### src/rtl/duart_pkg.sv
// duart_pkg: shared constants for the DUART serial channel.
//   Register addresses, status-register bit positions, command-register
//   encodings and the transmit launch state type.
package duart_pkg;

  localparam logic [1:0] ADDR_MR  = 2'd0;
  localparam logic [1:0] ADDR_SR  = 2'd1;
  localparam logic [1:0] ADDR_CR  = 2'd2;
  localparam logic [1:0] ADDR_RHR = 2'd3;

  localparam int SR_RXRDY   = 0;
  localparam int SR_FFULL   = 1;
  localparam int SR_TXRDY   = 2;
  localparam int SR_TXEMT   = 3;
  localparam int SR_OVERRUN = 4;

  localparam logic [1:0] CR_EN_SET = 2'b01;
  localparam logic [1:0] CR_EN_CLR = 2'b10;

  localparam logic [2:0] CR_CMD_RESET_RX = 3'b010;
  localparam logic [2:0] CR_CMD_RESET_TX = 3'b011;
  localparam logic [2:0] CR_CMD_CLR_OVR  = 3'b100;

  typedef enum logic [1:0] {
    TX_IDLE,
    TX_START,
    TX_WAIT,
    TX_BUSY
  } tx_state_t;

endpackage

### src/rtl/duart_rx_fifo.sv
// duart_rx_fifo: receive FIFO of RX_DEPTH bytes.
//   clk, reset (async, active-high)
//   push/din  : write; ignored when full unless a pop happens in the same cycle
//   pop/dout  : dout is the head entry; pop ignored when empty
//   flush     : empties the FIFO, takes priority over push/pop
//   count, full, empty : occupancy
module duart_rx_fifo #(
  parameter  int RX_DEPTH = 3,
  localparam int CW       = $clog2(RX_DEPTH + 1)
) (
  input  logic          clk,
  input  logic          reset,
  input  logic          push,
  input  logic          pop,
  input  logic          flush,
  input  logic [7:0]    din,
  output logic [7:0]    dout,
  output logic [CW-1:0] count,
  output logic          full,
  output logic          empty
);

  localparam int PW = (RX_DEPTH > 1) ? $clog2(RX_DEPTH) : 1;

  logic [7:0]    mem [RX_DEPTH];
  logic [PW-1:0] wr_ptr;
  logic [PW-1:0] rd_ptr;
  logic          do_push;
  logic          do_pop;

  function automatic logic [PW-1:0] ptr_inc(input logic [PW-1:0] p);
    return (p == PW'(RX_DEPTH - 1)) ? '0 : p + PW'(1);
  endfunction

  assign full    = (count == CW'(RX_DEPTH));
  assign empty   = (count == '0);
  assign do_pop  = pop & ~empty;
  // When full, a simultaneous pop frees the slot the push overwrites.
  assign do_push = push & (~full | do_pop);
  assign dout    = mem[rd_ptr];

  always_ff @(posedge clk or posedge reset) begin
    if (reset) begin
      wr_ptr <= '0;
      rd_ptr <= '0;
      count  <= '0;
    end else if (flush) begin
      wr_ptr <= '0;
      rd_ptr <= '0;
      count  <= '0;
    end else begin
      if (do_push) wr_ptr <= ptr_inc(wr_ptr);
      if (do_pop)  rd_ptr <= ptr_inc(rd_ptr);
      if (do_push && !do_pop)      count <= count + CW'(1);
      else if (!do_push && do_pop) count <= count - CW'(1);
    end
  end

  always_ff @(posedge clk) begin
    if (do_push && !flush) mem[wr_ptr] <= din;
  end

endmodule

### src/rtl/uart_rx.sv
// uart_rx: 8N1 serial receiver.
//   i_Clock, i_Rst (async, active-high), i_Rx_Serial (idle high)
//   o_Rx_DV   : one-cycle pulse when o_Rx_Byte holds a new character
//   o_Rx_Byte : received character
module uart_rx #(
  parameter int CLKS_PER_BIT = 87
) (
  input  logic       i_Clock,
  input  logic       i_Rst,
  input  logic       i_Rx_Serial,
  output logic       o_Rx_DV,
  output logic [7:0] o_Rx_Byte
);

  localparam logic [15:0] FULL_CNT = 16'(CLKS_PER_BIT - 1);
  localparam logic [15:0] HALF_CNT = 16'((CLKS_PER_BIT - 1) / 2);

  logic [1:0]  sync;
  logic [1:0]  state;
  logic [15:0] cnt;
  logic [2:0]  idx;
  logic        rx_s;

  assign rx_s = sync[1];

  always_ff @(posedge i_Clock or posedge i_Rst) begin
    if (i_Rst) begin
      sync      <= 2'b11;
      state     <= 2'd0;
      cnt       <= '0;
      idx       <= '0;
      o_Rx_DV   <= 1'b0;
      o_Rx_Byte <= '0;
    end else begin
      sync    <= {sync[0], i_Rx_Serial};
      o_Rx_DV <= 1'b0;
      case (state)
        2'd0: begin
          cnt <= '0;
          if (!rx_s) state <= 2'd1;
        end
        2'd1: begin
          // Re-check the start bit at its centre to reject glitches.
          if (cnt == HALF_CNT) begin
            cnt   <= '0;
            idx   <= '0;
            state <= rx_s ? 2'd0 : 2'd2;
          end else begin
            cnt <= cnt + 16'd1;
          end
        end
        2'd2: begin
          if (cnt == FULL_CNT) begin
            cnt            <= '0;
            o_Rx_Byte[idx] <= rx_s;
            if (idx == 3'd7) state <= 2'd3;
            else             idx   <= idx + 3'd1;
          end else begin
            cnt <= cnt + 16'd1;
          end
        end
        default: begin
          if (cnt == FULL_CNT) begin
            o_Rx_DV <= 1'b1;
            state   <= 2'd0;
          end else begin
            cnt <= cnt + 16'd1;
          end
        end
      endcase
    end
  end

endmodule

### src/rtl/uart_tx.sv
// uart_tx: 8N1 serial transmitter.
//   i_Clock, i_Rst (async, active-high)
//   i_Tx_DV     : start pulse, accepted only while idle
//   i_Tx_Byte   : character to send
//   o_Tx_Active : high from the cycle after i_Tx_DV until the stop bit ends
//   o_Tx_Serial : serial line, idle high
module uart_tx #(
  parameter int CLKS_PER_BIT = 87
) (
  input  logic       i_Clock,
  input  logic       i_Rst,
  input  logic       i_Tx_DV,
  input  logic [7:0] i_Tx_Byte,
  output logic       o_Tx_Active,
  output logic       o_Tx_Serial
);

  localparam logic [15:0] FULL_CNT = 16'(CLKS_PER_BIT - 1);

  logic [8:0]  sh;
  logic [15:0] cnt;
  logic [3:0]  idx;

  always_ff @(posedge i_Clock or posedge i_Rst) begin
    if (i_Rst) begin
      sh          <= '1;
      cnt         <= '0;
      idx         <= '0;
      o_Tx_Active <= 1'b0;
      o_Tx_Serial <= 1'b1;
    end else if (!o_Tx_Active) begin
      if (i_Tx_DV) begin
        sh          <= {1'b1, i_Tx_Byte};
        cnt         <= '0;
        idx         <= '0;
        o_Tx_Active <= 1'b1;
        o_Tx_Serial <= 1'b0;
      end
    end else if (cnt == FULL_CNT) begin
      cnt <= '0;
      if (idx == 4'd9) begin
        o_Tx_Active <= 1'b0;
        o_Tx_Serial <= 1'b1;
      end else begin
        // The stop bit shifts in from the top as the data drains out.
        idx         <= idx + 4'd1;
        o_Tx_Serial <= sh[0];
        sh          <= {1'b1, sh[8:1]};
      end
    end else begin
      cnt <= cnt + 16'd1;
    end
  end

endmodule

### src/rtl/duart_channel.sv
// duart_channel: one SCN2681-style serial channel.
//   clk, reset (async, active-high)
//   clken, enable, we, addr[1:0], di[7:0] : register access
//   dout[7:0] : read data, combinational from addr (MR, SR, CR=0, RHR)
//   rx, tx    : serial lines, idle high
//   int_rx    : RxRDY or FFULL (RX_INT_FULL), registered
//   int_tx    : TxRDY, registered
// Optional build macro DUART_CHANNEL_LOOPBACK_EN: writable MR, MR[7:6]=10
// routes tx into the receiver and holds the tx pin high.
module duart_channel
  import duart_pkg::*;
#(
  parameter int CLKS_PER_BIT = 0,
  parameter int RX_DEPTH     = 3,
  parameter int RX_INT_FULL  = 0
) (
  input  logic       clk,
  input  logic       reset,
  input  logic       clken,
  input  logic       enable,
  input  logic       we,
  input  logic [1:0] addr,
  input  logic [7:0] di,
  output logic [7:0] dout,
  input  logic       rx,
  output logic       tx,
  output logic       int_rx,
  output logic       int_tx
);

  localparam int CW = $clog2(RX_DEPTH + 1);

  logic          bus_wr, bus_rd, cr_wr;
  logic [2:0]    cr_cmd;
  logic          rx_reset_cmd, tx_reset_cmd, clr_ovr_cmd;
  logic          rx_en, tx_en, overrun;
  logic          rx_dv, rx_line;
  logic [7:0]    rx_byte;
  logic          tx_dv, tx_active, tx_serial;
  logic [7:0]    tx_byte;
  logic          hold_full;
  logic [7:0]    hold_data;
  tx_state_t     tx_state;
  logic          fifo_push, fifo_pop, fifo_full, fifo_empty;
  logic [7:0]    fifo_head;
  logic [CW-1:0] fifo_count;
  logic          rxrdy, ffull, txrdy, txemt;
  logic [7:0]    sr;
  logic [7:0]    mr;
  logic          loopback;

  assign bus_wr       = clken & enable & we;
  assign bus_rd       = clken & enable & ~we;
  assign cr_wr        = bus_wr & (addr == ADDR_CR);
  assign cr_cmd       = di[6:4];
  assign rx_reset_cmd = cr_wr & (cr_cmd == CR_CMD_RESET_RX);
  assign tx_reset_cmd = cr_wr & (cr_cmd == CR_CMD_RESET_TX);
  assign clr_ovr_cmd  = cr_wr & (cr_cmd == CR_CMD_CLR_OVR);

`ifdef DUART_CHANNEL_LOOPBACK_EN
  always_ff @(posedge clk or posedge reset) begin
    if (reset)                              mr <= 8'h00;
    else if (bus_wr && (addr == ADDR_MR))   mr <= di;
  end
  assign loopback = (mr[7:6] == 2'b10);
`else
  logic unused_mr_bit;
  assign mr            = 8'h00;
  assign loopback      = 1'b0;
  assign unused_mr_bit = di[7];
`endif

  assign rx_line = loopback ? tx_serial : rx;
  assign tx      = loopback ? 1'b1 : tx_serial;

  uart_rx #(.CLKS_PER_BIT(CLKS_PER_BIT)) u_rx (
    .i_Clock     (clk),
    .i_Rst       (reset),
    .i_Rx_Serial (rx_line),
    .o_Rx_DV     (rx_dv),
    .o_Rx_Byte   (rx_byte)
  );

  uart_tx #(.CLKS_PER_BIT(CLKS_PER_BIT)) u_tx (
    .i_Clock     (clk),
    .i_Rst       (reset),
    .i_Tx_DV     (tx_dv),
    .i_Tx_Byte   (tx_byte),
    .o_Tx_Active (tx_active),
    .o_Tx_Serial (tx_serial)
  );

  assign fifo_push = rx_dv & rx_en;
  assign fifo_pop  = bus_rd & (addr == ADDR_RHR) & ~fifo_empty;

  duart_rx_fifo #(.RX_DEPTH(RX_DEPTH)) u_fifo (
    .clk   (clk),
    .reset (reset),
    .push  (fifo_push),
    .pop   (fifo_pop),
    .flush (rx_reset_cmd),
    .din   (rx_byte),
    .dout  (fifo_head),
    .count (fifo_count),
    .full  (fifo_full),
    .empty (fifo_empty)
  );

  logic unused_count;
  assign unused_count = ^fifo_count;

  assign rxrdy = ~fifo_empty;
  assign ffull = fifo_full;
  assign txrdy = ~hold_full & tx_en;
  assign txemt = ~hold_full & (tx_state == TX_IDLE);

  always_comb begin
    sr             = 8'h00;
    sr[SR_RXRDY]   = rxrdy;
    sr[SR_FFULL]   = ffull;
    sr[SR_TXRDY]   = txrdy;
    sr[SR_TXEMT]   = txemt;
    sr[SR_OVERRUN] = overrun;
  end

  always_comb begin
    case (addr)
      ADDR_MR:  dout = mr;
      ADDR_SR:  dout = sr;
      ADDR_CR:  dout = 8'h00;
      default:  dout = fifo_head;
    endcase
  end

  // Reset commands override any enable field carried by the same write.
  always_ff @(posedge clk or posedge reset) begin
    if (reset) begin
      rx_en   <= 1'b0;
      tx_en   <= 1'b0;
      overrun <= 1'b0;
      int_rx  <= 1'b0;
      int_tx  <= 1'b0;
    end else begin
      if (cr_wr) begin
        if (cr_cmd == CR_CMD_RESET_RX)  rx_en <= 1'b0;
        else if (di[1:0] == CR_EN_SET)  rx_en <= 1'b1;
        else if (di[1:0] == CR_EN_CLR)  rx_en <= 1'b0;
        if (cr_cmd == CR_CMD_RESET_TX)  tx_en <= 1'b0;
        else if (di[3:2] == CR_EN_SET)  tx_en <= 1'b1;
        else if (di[3:2] == CR_EN_CLR)  tx_en <= 1'b0;
      end
      if (fifo_push && fifo_full && !fifo_pop) overrun <= 1'b1;
      else if (clr_ovr_cmd)                    overrun <= 1'b0;
      int_rx <= (RX_INT_FULL != 0) ? ffull : rxrdy;
      int_tx <= txrdy;
    end
  end

  // tx_dv is registered on entry to TX_START so it is high exactly there.
  always_ff @(posedge clk or posedge reset) begin
    if (reset) begin
      tx_state  <= TX_IDLE;
      hold_full <= 1'b0;
      hold_data <= 8'h00;
      tx_dv     <= 1'b0;
      tx_byte   <= 8'h00;
    end else begin
      tx_dv <= 1'b0;
      if (bus_wr && (addr == ADDR_RHR) && txrdy) begin
        hold_full <= 1'b1;
        hold_data <= di;
      end
      case (tx_state)
        TX_IDLE: begin
          if (hold_full && !tx_reset_cmd) begin
            tx_state <= TX_START;
            tx_dv    <= 1'b1;
            tx_byte  <= hold_data;
          end
        end
        TX_START: begin
          hold_full <= 1'b0;
          tx_state  <= TX_WAIT;
        end
        TX_WAIT: if (tx_active)  tx_state <= TX_BUSY;
        default: if (!tx_active) tx_state <= TX_IDLE;
      endcase
      if (tx_reset_cmd) hold_full <= 1'b0;
    end
  end

endmodule

### config.mk
export PLATFORM = sky130hd
export DESIGN_NAME = duart_channel
export DESIGN_NICKNAME = d
export VERILOG_FILES = /design/src/rtl/duart_pkg.sv /design/src/rtl/duart_rx_fifo.sv /design/src/rtl/uart_rx.sv /design/src/rtl/uart_tx.sv /design/src/rtl/duart_channel.sv
export SDC_FILE = /design/constraint.sdc
export NUM_CORES = 1
export LEC_CHECK = 0
export CAP_MARGIN = 0
export CORE_MARGIN = 2
export CORE_UTILIZATION = 62
export DETAILED_ROUTE_END_ITERATION = 8
export HOLD_SLACK_MARGIN = 0.02
export PLACE_DENSITY_LB_ADDON = 0.2
export RECOVER_POWER = 50
export SYNTH_ARGS = -nofsm -noshare
export SYNTH_HDL_FRONTEND = slang
export SYNTH_SLANG_ARGS = --single-unit
### constraint.sdc
create_clock -name clk -period 10.5 [get_ports clk]
set_clock_uncertainty 0.05 [all_clocks]
set_input_delay 3.15 -clock clk [delete_from_list [all_inputs] [get_ports clk]]
set_output_delay 3.15 -clock clk [all_outputs]
set_load 0.1 [all_outputs]
# ---- Word-level counts from Yosys, hierarchy flattened
# Memory sizes are Yosys's and may differ from the RTL's.
# Index checks and enable logic that the tools add are counted.
dict set report word_totals {
  register_bits 94
  mem_count 1
  input_bits 16
  elab_cells 194
  mem_bits_rw 24
}
dict set report classes {
  order_cmp 2
  n_eq_ne 32
  n_bitwise 19
  mux 68
  reduce_logical 40
  n_addsub 8
}
# name words word_bits read_ports rd_clocked_by_memory_dff wr line
set memory_table {}
lappend memory_table {u_fifo.mem 3 8 1 0 1 duart_rx_fifo.sv:25} ;# logic [7:0] mem [RX_DEPTH];
# cell count
set op_table {}
lappend op_table {{2-to-1 mux 16 bit} 6}
lappend op_table {{one-hot mux 16 bit (3 select lines)} 1}
lappend op_table {{2-to-1 mux 2 bit} 18}
lappend op_table {{2-to-1 mux 9 bit} 4}
lappend op_table {{adder 16 x 1 -> 16 bit (second input constant)} 2}
lappend op_table {{equality test 16 bit (second input constant)} 2}
lappend op_table {{2-to-1 mux 1 bit} 26}
lappend op_table {{equality test 2 bit (second input constant)} 9}
lappend op_table {{logical NOT 16 bit} 1}
lappend op_table {{2-to-1 mux 4 bit} 4}
lappend op_table {{one-hot mux 8 bit (2 select lines)} 1}
lappend op_table {{nonzero test 3 bit} 5}
lappend op_table {{AND 1 bit} 14}
lappend op_table {{one-hot mux 2 bit (3 select lines)} 2}
lappend op_table {{equality test 2 x 1 -> 1 bit (second input constant)} 5}
lappend op_table {{inequality test 2 x 1 -> 1 bit (second input constant)} 5}
lappend op_table {{AND reduction 2 bit} 5}
lappend op_table {{nonzero test 2 bit} 5}
lappend op_table {{logical AND 1 bit} 9}
lappend op_table {{2-to-1 mux 3 bit} 3}
lappend op_table {{bitwise mux 8 bit} 1}
lappend op_table {{logical NOT 2 bit} 4}
lappend op_table {{inequality test 2 bit (second input constant)} 4}
lappend op_table {{inequality test 4 bit (second input constant)} 2}
lappend op_table {{19 further kinds} 31}

# ---- Longest topological paths before layout
dict set report logic_depth {
  word_depth 12
  depth_mapped 8
  depth_no_buf 7
}

# ---- Cells and area by module
# From an unflattened synthesis, not the netlist that was laid out.
dict set report hier_totals {
  hier_cells 545
  hier_area_um2 5974.5
}
# mod cells_per_inst instances area_per_inst_um2
set by_module_without_submodules {}
lappend by_module_without_submodules {uart_rx 160 1 1686.6}
lappend by_module_without_submodules {uart_tx 175 1 1685.4}
lappend by_module_without_submodules {duart_channel 119 1 1343.8}
lappend by_module_without_submodules {duart_rx_fifo 91 1 1258.7}

# ---- Least setup slack after synthesis
# OpenSTA, ideal clock, no wires.
dict set report synth_path {
  path_kind {input to output}
  from {in addr[1]}
  to {out dout[3]}
  stages 4
  n_path_buf 1
  setup_slack_ps 2483
  arrival_time_ps 4817
  path_cell_list {buf_2 > nor2_1 > a22oi_1 > nor2b_1}
}
dict set report synth_between {
  elab_chain_cells 3
}
# element line
set synth_rtl {}
lappend synth_rtl {{from (decl)} duart_channel.sv:22} ;# input logic [1:0] addr,
lappend synth_rtl {{equality test 2 bit / logical NOT 2 bit (equally long branches)} duart_channel.sv:127} ;# case (addr)
lappend synth_rtl {{OR reduction 2 bit (no line)} n/a}
lappend synth_rtl {{one-hot mux 8 bit (2 select lines) *} duart_channel.sv:127}
lappend synth_rtl {{to (decl)} duart_channel.sv:24} ;# output logic [7:0] dout,
# Mark *: on every way between the ends. The rest lies on a longest branch, timed or not.

# ---- Worst setup path in the final report
# Ends and elaborated chain as after synthesis.

==> out/metrics.csv <==
stage;metric;value;unit
drt;drc;0;
floorplanning;die-width;99.3;um
power_and_ir_drop;seq_power_share;0.415;
sta;min_period_over_period;0.819;
run_status;outcome;finished with violations;
floorplanning;die_y;99.3;um
floorplanning;std_cell_rows;34;
placed_design;portBuffers;26;
run_status;violations;capacitance limit, slew limit;
setup_path;cp_slowest_cell;clkdlybuf4s50_1;
drt;via_per_inst;6.00;
final_layout;final_core_util;0.742;
yosys;syn_nets;554;
clock_network;holdBufCountCts;0;
power_and_ir_drop;combinationalPowerShare;0.146;
power_and_ir_drop;p_leak;2.68;nW
min_path;hp-start;u_rx.sync[0];
power_and_ir_drop;finalPower;1.32;mW
global_route;met1_usage;0.318;
power_and_ir_drop;p_switching;0.402;mW
sta;fin_crit;8.60;ns
yosys;synth_cell_types;67;
drt;vias;4066;
sta;finalMaxSlewViolations;100;
final_layout;final_nets;583;
job;cap_violations;3;
global_route;grt-ovfl-total;0;
setup_path;crit_start;addr[1];
drt;drtIter0Drc;182;
placed_design;placed_area;0.00596;mm^2
clock_network;ctsResizeCount;0;
drt;wirelength;10900;um
drt;dr.pass1.iters;5;
sta;rsz0062_at_grt;false;
power_and_ir_drop;p_per_area;202;mW/mm^2
clock_network;cts_sinks;117;
placed_design;dp_hpwl;7220;um
drt;detail_route.wl_per_cell;16.0;um
final_layout;area_growth;15.4;%
setup_path;crit_fanout;12;
power_and_ir_drop;clkPwrFrac;0.439;
setup_path;start_kind;input pin;
final_layout;n_antenna_cell;0;
sta;worstMarginPinSlew;4.32;ns
final_layout;fin_area;0.00650;mm^2
setup_path;cp.arrival;5.40;ns
placed_design;place.gp.congestion;0.835;
sta;hold_violations;0;
setup_path;path_class;in -> out;
clock_network;clkLatencyLatePin;0.51;ns
setup_path;cp_data_required_time;7.30;ns
floorplanning;start_util;0.642;
sta;tns;0;ns
min_path;hold_path_class;reg -> reg;
clock_network;clockRootBuffer;clkbuf_8;
power_and_ir_drop;p_sw_frac;0.306;
power_and_ir_drop;p_int;0.913;mW
global_route;grt_pass1_vias;4219;
setup_path;crit_buf_inv;2;
global_route;grt_use_total;0.249;
final_layout;nFillCells;589;
clock_network;cts_buffer_depth;2;
global_route;antenna_found_initial;0;
yosys;synth_edf_count;24;
setup_path;cpMostUsedCell;clkdlybuf4s50_1;
yosys;synth-seq-area-share;0.544;
clock_network;post_cts_buffers;0;
global_route;grt.busiest_layer;met2;
drt;antenna_left;0;
global_route;gr-usage-met3;0.0513;
setup_path;cp_cell_sequence;clkdlybuf4s50_1, nor2_1, a22oi_1, nor2b_1, clkdlybuf4s50_1;
clock_network;cts.clk_slew.worst_paths;0.06;ns
final_layout;drive_above_1_share;0.142;
final_layout;multiInputGateArea;0.00236;mm^2
floorplanning;core;0.00876;mm^2
sta;relSlewSlack;-1.88;
sta;setup_viol;0;
yosys;synthArstFlopShare;0.795;
yosys;yosysWarningCount;0;
yosys;synth-seq-cells;117;
setup_path;crit_family;buffers and inverters;
floorplanning;dieArea;0.00986;mm^2
global_route;grt_max_degree;84;
clock_network;tritoncts;done;
final_layout;regArea;0.00306;mm^2
yosys;synthesis.area;0.00563;mm^2
yosys;postSynthAreaPerCell;10.7;um^2
clock_network;numCtsBuffers;17;
global_route;grt_pass1_wl;19300;um
setup_path;reg2reg_from;u_tx.o_Tx_Active;
floorplanning;ios;27;
power_and_ir_drop;ir_worst_vdd;0.167;mV
sta;max_freq;116;MHz
global_route;gr-usage-met2;0.417;
yosys;synth-main-ff-cell;dfrtp_1;
setup_path;max_stage_delay;1.15;ns
yosys;syn_inst;528;
clock_network;htreeDepth;4;
setup_path;end_kind;primary output;
routing by layer:
layer | part of all wire | vias up
met2 | 0.53 | 67
met1 | 0.43 | 2027
met4 | 0.015 | 0
li1 | - | 1958
met5 | 0 | -
met3 | 0.030 | 14
stage by stage:
step / hold slack [ns] / std cells / setup slack (ns)
after floorplan: 0.295 / 528 / 2.48
after detailed placement: 0.299 / 646 / 1.91
after global routing: 0.308 / 678 / 1.79
after global placement: 0.297 / 646 / 2.05
final: 0.307 / 678 / 1.90
after CTS: 0.308 / 678 / 1.92
worst paths after layout:
check | endpoint | slack [ns] | cells after the start
min in group asynchronous | u_rx.cnt[14] | 3.03 | 2
min reg2reg | u_rx.sync[1] | 0.31 | 0
max in group asynchronous | u_tx.cnt[12] | 2.94 | 3
min | u_rx.sync[1] | 0.31 | 0
max | dout[3] | 1.90 | 5
max reg2reg | u_tx.sh[3] | 7.23 | 5
worst reg2reg max path, stage by stage (launching register included):
cell     delay (ns)
dfrtp_1        0.79
inv_1          0.38
or2_2          0.41
o31ai_1        1.25
nor2_1         0.13
a21oi_1        0.20
cells in the mapped netlist, types with 3 or more instances:
library cell  instances  area (um^2)
ha_1                 10          125
nand3_1              20          100
nor3_1               18         90.1
or2_2                 5         31.3
mux2_2               25          282
or3_1                 6         37.5
mux2i_1              20          200
nor2_1               63          236
o21bai_1              3         22.5
nor2b_1               9         56.3
edfxtp_1             24          721
nor4_1                8         50.1
a31oi_1               6         37.5
dfrtp_1              82         2050
o31ai_1               4         30.0
nand4_1               8         50.1
nand2_1              42          158
xnor2_1              13          114
o21ai_0              28          140
clkbuf_1             11         41.3
a21oi_1              31          155
nand2b_1              4         25.0
dfstp_2              11          289
inv_1                22         82.6
state kept, by name, summed over array words and instances (netlist names), 3 cells and up:
name / count
u_fifo.mem: 24
u_rx.cnt: 16
u_tx.cnt: 16
hold_data: 8
tx_byte: 8
u_rx.o_Rx_Byte: 8
u_tx.sh: 8
u_tx.idx: 4
u_rx.idx: 3
logic make-up after synthesis:
family                     Yosys count  share of synthesized area
and+or+nand+nor                    211                      0.196
DFF                                117                      0.544
AOI/OAI and AO/OA                   90                     0.0989
muxes                               46                     0.0882
buffers and inverters               39                     0.0280
xor gates and xnor gates            15                     0.0233
adders and majority gates           10                     0.0222
area by class of cell:
cell class,count,area share
Sequential cell,117,0.471
Multi-Input combinational cell,372,0.363
Clock buffer,17,0.0637
Timing Repair Buffer,27,0.0406
Clock inverter,15,0.0279
Tap cell,108,0.0208
Inverter,22,0.0129
power groups by stage:
stage / Clock (mW) / Combinational [mW] / Sequential, mW
global placement: 0 / 0.186 / 0.552
finish: 0.578 / 0.192 / 0.546
detailed placement: 0 / 0.192 / 0.553
global route: 0.605 / 0.209 / 0.553
floorplan: 0 / 0.152 / 0.544
CTS: 0.587 / 0.194 / 0.545
cell usage in the layout (no fill, tap or decap), types with 20 or more instances in the layout:
cell type / n
clkdlybuf4s50_1: 24
nand3_1: 20
mux2_2: 25
edfxtp_1: 24
o21ai_0: 28
mux2i_1: 20
dfrtp_1: 82
a21oi_1: 31
nand2_1: 42
nor2_1: 63
inv_1: 21
(Power assumes the default switching activity.)
